==> src/rtl/spdif_wb_sample_writer_pkg.sv <==
// Shared types and width helpers for the S/PDIF Wishbone sample writer.
// Sizes the pointer and level registers from the buffer depth.
package spdif_wb_sample_writer_pkg;

   typedef enum logic {
      IDLE  = 1'b0,
      WRITE = 1'b1
   } writerState_t;

   // A one-slot buffer would give $clog2 == 0, so keep at least one bit.
   function automatic int ptrWidth(input int depth);
      return (depth > 1) ? $clog2(depth) : 1;
   endfunction

   function automatic int levelWidth(input int depth);
      return $clog2(depth + 1);
   endfunction

endpackage

==> src/rtl/spdif_wb_sample_writer.sv <==
// Wishbone classic initiator that writes decoded S/PDIF words into a circular buffer,
// tracking write pointer and fill level and back-pressuring the stream when full.
module spdif_wb_sample_writer
   import spdif_wb_sample_writer_pkg::*;
#(
   parameter int          DATA_WIDTH = 16,
   parameter int          SEL_WIDTH  = 2,
   parameter logic [31:0] BASE_ADDR  = 32'h0,
   parameter int          DEPTH      = 1024,
   parameter int          TIMEOUT    = 15
) (
   input  logic                           wb_clk_i,
   input  logic                           wb_rst_i,
   input  logic                           enable_i,
   input  logic                           s_valid_i,
   input  logic [DATA_WIDTH-1:0]          s_data_i,
   output logic                           s_ready_o,
   input  logic                           free_i,
   input  logic                           clr_err_i,
   output logic                           wb_cyc_o,
   output logic                           wb_stb_o,
   output logic                           wb_we_o,
   output logic [SEL_WIDTH-1:0]           wb_sel_o,
   output logic [31:0]                    wb_adr_o,
   output logic [DATA_WIDTH-1:0]          wb_dat_o,
   input  logic                           wb_ack_i,
   output logic [ptrWidth(DEPTH)-1:0]     wr_ptr_o,
   output logic [levelWidth(DEPTH)-1:0]   level_o,
   output logic                           full_o,
   output logic                           err_o
);

   localparam int PW = ptrWidth(DEPTH);
   localparam int LW = levelWidth(DEPTH);
   localparam int TW = $clog2(TIMEOUT + 1);
   localparam logic [PW-1:0] LAST_PTR   = PW'(DEPTH - 1);
   localparam logic [LW-1:0] FULL_LEVEL = LW'(DEPTH);
   localparam logic [TW-1:0] TO_LAST    = TW'(TIMEOUT - 1);

   writerState_t r_state, w_nextState;
   logic                  r_holdValid;
   logic [DATA_WIDTH-1:0] r_holdData;
   logic [PW-1:0]         r_wrPtr;
   logic [LW-1:0]         r_level;
   logic [TW-1:0]         r_toCnt;
   logic                  r_err;

   logic w_accept, w_start, w_ackDone, w_timeout, w_freeOk, w_busy;

   assign w_accept = s_valid_i && !r_holdValid;
   assign w_freeOk = free_i && (r_level != '0);
   assign w_busy   = (r_state == WRITE);

   // A word arriving this edge may start its bus cycle on the same edge,
   // which is what allows one word every two cycles.
   always_comb begin
      w_nextState = r_state;
      w_start     = 1'b0;
      w_ackDone   = 1'b0;
      w_timeout   = 1'b0;
      case (r_state)
         IDLE: begin
            if (enable_i && (r_holdValid || w_accept) && !full_o) begin
               w_nextState = WRITE;
               w_start     = 1'b1;
            end
         end
         WRITE: begin
            if (wb_ack_i) begin
               w_ackDone   = 1'b1;
               w_nextState = IDLE;
            end else if (r_toCnt == TO_LAST) begin
               w_timeout   = 1'b1;
               w_nextState = IDLE;
            end
         end
         default: w_nextState = IDLE;
      endcase
   end

   always_ff @(posedge wb_clk_i) begin
      if (wb_rst_i) r_state <= IDLE;
      else          r_state <= w_nextState;
   end

   always_ff @(posedge wb_clk_i) begin
      if (wb_rst_i) begin
         r_holdValid <= 1'b0;
         r_holdData  <= '0;
      end else if (w_ackDone || w_timeout) begin
         r_holdValid <= 1'b0;
      end else if (w_accept) begin
         r_holdValid <= 1'b1;
         r_holdData  <= s_data_i;
      end
   end

   always_ff @(posedge wb_clk_i) begin
      if (wb_rst_i || w_start || !w_busy) r_toCnt <= '0;
      else if (!wb_ack_i)                 r_toCnt <= r_toCnt + TW'(1);
   end

   always_ff @(posedge wb_clk_i) begin
      if (wb_rst_i)       r_wrPtr <= '0;
      else if (w_ackDone) r_wrPtr <= (r_wrPtr == LAST_PTR) ? '0 : r_wrPtr + PW'(1);
   end

   // A completed write and a release in the same cycle cancel out.
   always_ff @(posedge wb_clk_i) begin
      if (wb_rst_i) begin
         r_level <= '0;
      end else begin
         case ({w_ackDone, w_freeOk})
            2'b10:   r_level <= r_level + LW'(1);
            2'b01:   r_level <= r_level - LW'(1);
            default: r_level <= r_level;
         endcase
      end
   end

   always_ff @(posedge wb_clk_i) begin
      if (wb_rst_i)       r_err <= 1'b0;
      else if (w_timeout) r_err <= 1'b1;
      else if (clr_err_i) r_err <= 1'b0;
   end

   assign s_ready_o = !r_holdValid;
   assign full_o    = (r_level == FULL_LEVEL);
   assign err_o     = r_err;
   assign wr_ptr_o  = r_wrPtr;
   assign level_o   = r_level;
   assign wb_cyc_o  = w_busy;
   assign wb_stb_o  = w_busy;
   assign wb_we_o   = w_busy;
   assign wb_sel_o  = w_busy ? {SEL_WIDTH{1'b1}} : '0;
   assign wb_adr_o  = BASE_ADDR + 32'(r_wrPtr) * 32'(SEL_WIDTH);
   assign wb_dat_o  = r_holdData;

endmodule

==> config.mk <==
export PLATFORM = sky130hd
export DESIGN_NAME = spdif_wb_sample_writer
export DESIGN_NICKNAME = d
export VERILOG_FILES = /design/src/rtl/spdif_wb_sample_writer_pkg.sv /design/src/rtl/spdif_wb_sample_writer.sv
export SDC_FILE = /design/constraint.sdc
export NUM_CORES = 1
export LEC_CHECK = 0
export ABC_AREA = 0
export BUFFER_PORTS_ARGS = -buffer_cell sky130_fd_sc_hd__buf_2
export CORE_UTILIZATION = 40
export CTS_CLUSTER_DIAMETER = 50
export DETAILED_ROUTE_END_ITERATION = 12
export GPL_ROUTABILITY_DRIVEN = 1
export GPL_TIMING_DRIVEN = 0
export MAX_ROUTING_LAYER = met4
export PLACE_DENSITY = 0.76
export SYNTH_ARGS = -nofsm -noshare
export SYNTH_HDL_FRONTEND = slang
export SYNTH_SLANG_ARGS = --single-unit
==> constraint.sdc <==
create_clock -name wb_clk_i -period 6.05 [get_ports wb_clk_i]
set_clock_uncertainty 0.05 [all_clocks]
set_input_delay 0.3025 -clock wb_clk_i [delete_from_list [all_inputs] [get_ports wb_clk_i]]
set_output_delay 0.3025 -clock wb_clk_i [all_outputs]
set_load 0.02 [all_outputs]
==> run metrics <==
status completed; Post-CTS Resized 0; CP endpoint kind flop; EDFF count, synth 0; Largest stage delay, worst path roughly 0.46 ns; Slew headroom 65.4%; Main synth FF type dfxtp_1; hold buffers post-CTS 0; crit-path leading delay family compound AO/OA/AOI/OAI gates; wire length per cell 11.5 um; DRC errors left 0; Worst-Margin Slew 0.519 ns; Sequential Power Share 34.1%; period utilization 53.7%; Net Sw Frac 38.2%; count of mapped cells out of synthesis 291; top cells by area, synth dfxtp_1 35%, buf_4 11%, mux2i_1 6.7%; Worst EP arrival ~3.4 ns; Synth async-reset ratio 0%; Worst R2R Start level_o[4]$_SDFFE_PP0P_; crit path kind flop to flop; Vias approximately 2300; CP required 6.18 ns; die area 6650 um^2; setup ws final around 2.8 ns; Detailed Route Iter0 Violations 67; die height 81.6 um; die width 81.6 um; worst path cell trace nor4_1 > nand3_1 > o21a_1 > ha_1 > ha_1 > a211o_1 > a21oi_2 > mux2i_1 > a211oi_2 > mux2_1; warnings from Yosys 0; Fill cells 604; WHS Path Cells 3; vias per cell 4.82; maximum VDD drop 0.000149 V; Int Pwr roughly 0.63 mW; Initial Util 42.0%; post-DP HPWL about 4.2 mm; Post-DRT Antenna Nets 0; Post-CTS Setup Bufs 0; first-pass GRT wire length 8.78 mm; nets about 430; worst hold path type input port to flop; final WL 5.45 mm; IO buf count a little under 80; hold slack 0.185 ns; synthesized cell area 2530 um^2; Maximum Capacitance Violations 0; antenna fix cells 0; vias in the first global route 1995; CP max-delay cell ha_1; H-Tree Depth 2; crit-path max FO 13; Combinational Power Share 42.5%; root buffer cell clkbuf_8; total CTS buffers 5; io pins 100; Synth area leader dfxtp_1; leakage power 1.64 nW; Setup-failing EPs final 0; Max Slew Vio Count 0; min-delay src s_data_i[6]; Initial DRT Pass Iterations 4; synth cell count leaders 44 x dfxtp_1, 39 x nor2_1, 37 x buf_4, 20 x a21oi_1, 17 x mux2i_1; worst slack, placed roughly 2.8 ns; Setup TNS 0 ns; Bufs on Longest Clock Path 2; Most Frequent Cell on Critical Path ha_1; share of cells above drive strength 1 33.2%; sw power ~0.39 mW; largest net degree at the start of global routing 15; top-count cell post-synth dfxtp_1; Clock Latency Late Sink 0.30 ns; Hold Fails Final Rpt 0; Critical Path Start Type flop; TritonCTS clock tree yes; share of the synthesized area in the top cell type 34.8%; Distinct cells, synth 51; Syn Area/Cell between 8 and 9 um^2; Clk network pwr share a little under a quarter; Hold EP wb_dat_o[6]$_SDFFE_PP0P_; GRT Total Usage around 17%; CTS sink cnt 44; f_max about 300 MHz; buffers and inverters on the worst path 0; r2r setup slk 2.80 ns; initial antenna violation count 0; pwr dens 318 nW/um^2; Core ar. 6030 um^2; number of synthesized register bits 44; capture point of the worst reg-to-reg path level_o[10]$_SDFFE_PP0P_; FF-to-FF path depth 10; GRT overflow 0; RSZ-0062 raised after global routing no; GPL Wtd Cong 0.840; sequential area share after synthesis approximately a third; area grow syn2layout 26.8%; Final min period 3.25 ns; clock-pin transition on the worst setup and hold timing paths 0.09 ns; num rows 28
## cells by family after synthesis
group / after synthesis / share of synthesized area, %
buf+inv: 55 / 14.0
compound gates: 50 / 13.2
simple gates: 97 / 19.3
mux: 18 / 7.17
other cells: 1 / 0.148
xor+xnor: 12 / 4.15
flops: 44 / 34.8
fa+ha+maj: 14 / 7.22
## stage by stage
step | util [%] | power (mW) | cell area, um^2 | instances
after detailed placement | 51.3 | 0.785 | 3090 | 464
after CTS | 53.3 | 1.02 | 3210 | 472
final | 53.3 | 1.02 | 3210 | 472
after floorplan | - | 0.683 | 2610 | 312
after global routing | 53.3 | 1.09 | 3210 | 472
after global placement | 51.3 | 0.775 | 3090 | 464
## worst register-to-register path, stage by stage (launching register included)
cell	delay, ns
dfxtp_1	0.34
nor4_1	0.38
nand3_1	0.16
o21a_1	0.20
ha_1	0.37
ha_1	0.46
a211o_1	0.30
a21oi_2	0.16
mux2i_1	0.11
a211oi_2	0.26
mux2_1	0.36
## power groups by stage
stage,combinational [mW],sequential [mW],clock [mW]
finish,0.434,0.349,0.239
global route,0.485,0.355,0.253
CTS,0.433,0.349,0.242
detailed placement,0.430,0.355,0
global placement,0.421,0.355,0
floorplan,0.296,0.387,0
## cell type report
type	instances	area (um^2)	area share [%]
Inverter	10	37.5	1.17
Timing Repair Buffer	77	385	12.0
Tap cell	75	93.8	2.92
Clock inverter	2	38.8	1.21
Multi-Input combinational cell	213	1380	42.8
Sequential cell	44	881	27.4
Buffer	45	317	9.86
Clock buffer	6	82.6	2.57
## how the worst max path moves through the flow
stage                     slack [ns]                    start                        to  cells past startpoint
after CTS                       2.82  level_o[0]$_SDFFE_PP0P_  level_o[10]$_SDFFE_PP0P_                     10
final                           2.80  level_o[4]$_SDFFE_PP0P_  level_o[10]$_SDFFE_PP0P_                     10
after detailed placement        2.85  level_o[0]$_SDFFE_PP0P_  level_o[10]$_SDFFE_PP0P_                     10
after floorplan                 3.14  level_o[0]$_SDFFE_PP0P_  level_o[10]$_SDFFE_PP0P_                     10
after global placement          2.87  level_o[0]$_SDFFE_PP0P_  level_o[10]$_SDFFE_PP0P_                     10
after global routing            2.61  level_o[4]$_SDFFE_PP0P_  level_o[10]$_SDFFE_PP0P_                     10
## state kept, by name, summed over array words and instances (netlist names)
register and count:
r_toCnt 4, level_o 11, r_holdValid 1, wb_dat_o 16, wb_cyc_o 1, err_o 1, wr_ptr_o 10
## routing by layer
metal  track usage (%)  up-vias  wire length [um]
met5                 -        -                 0
met4              3.21        0                15
met3              3.89        2               343
met2              31.3       71              2790
met1              20.0     1044              2300
li1                  -     1160                 -
## cell usage in the layout (no fill, tap or decap), types with 5 or more instances in the layout
master	instances
a21o_1	5
a21oi_1	20
buf_2	78
buf_4	37
clkbuf_8	6
conb_1	22
dfxtp_1	44
ha_1	13
inv_1	9
mux2i_1	17
nand2_1	16
nand3_1	7
nand4_1	7
nor2_1	39
o21ai_0	6
xnor2_1	5
xor2_1	7
Note: power is estimated with default switching activity, not from simulation.
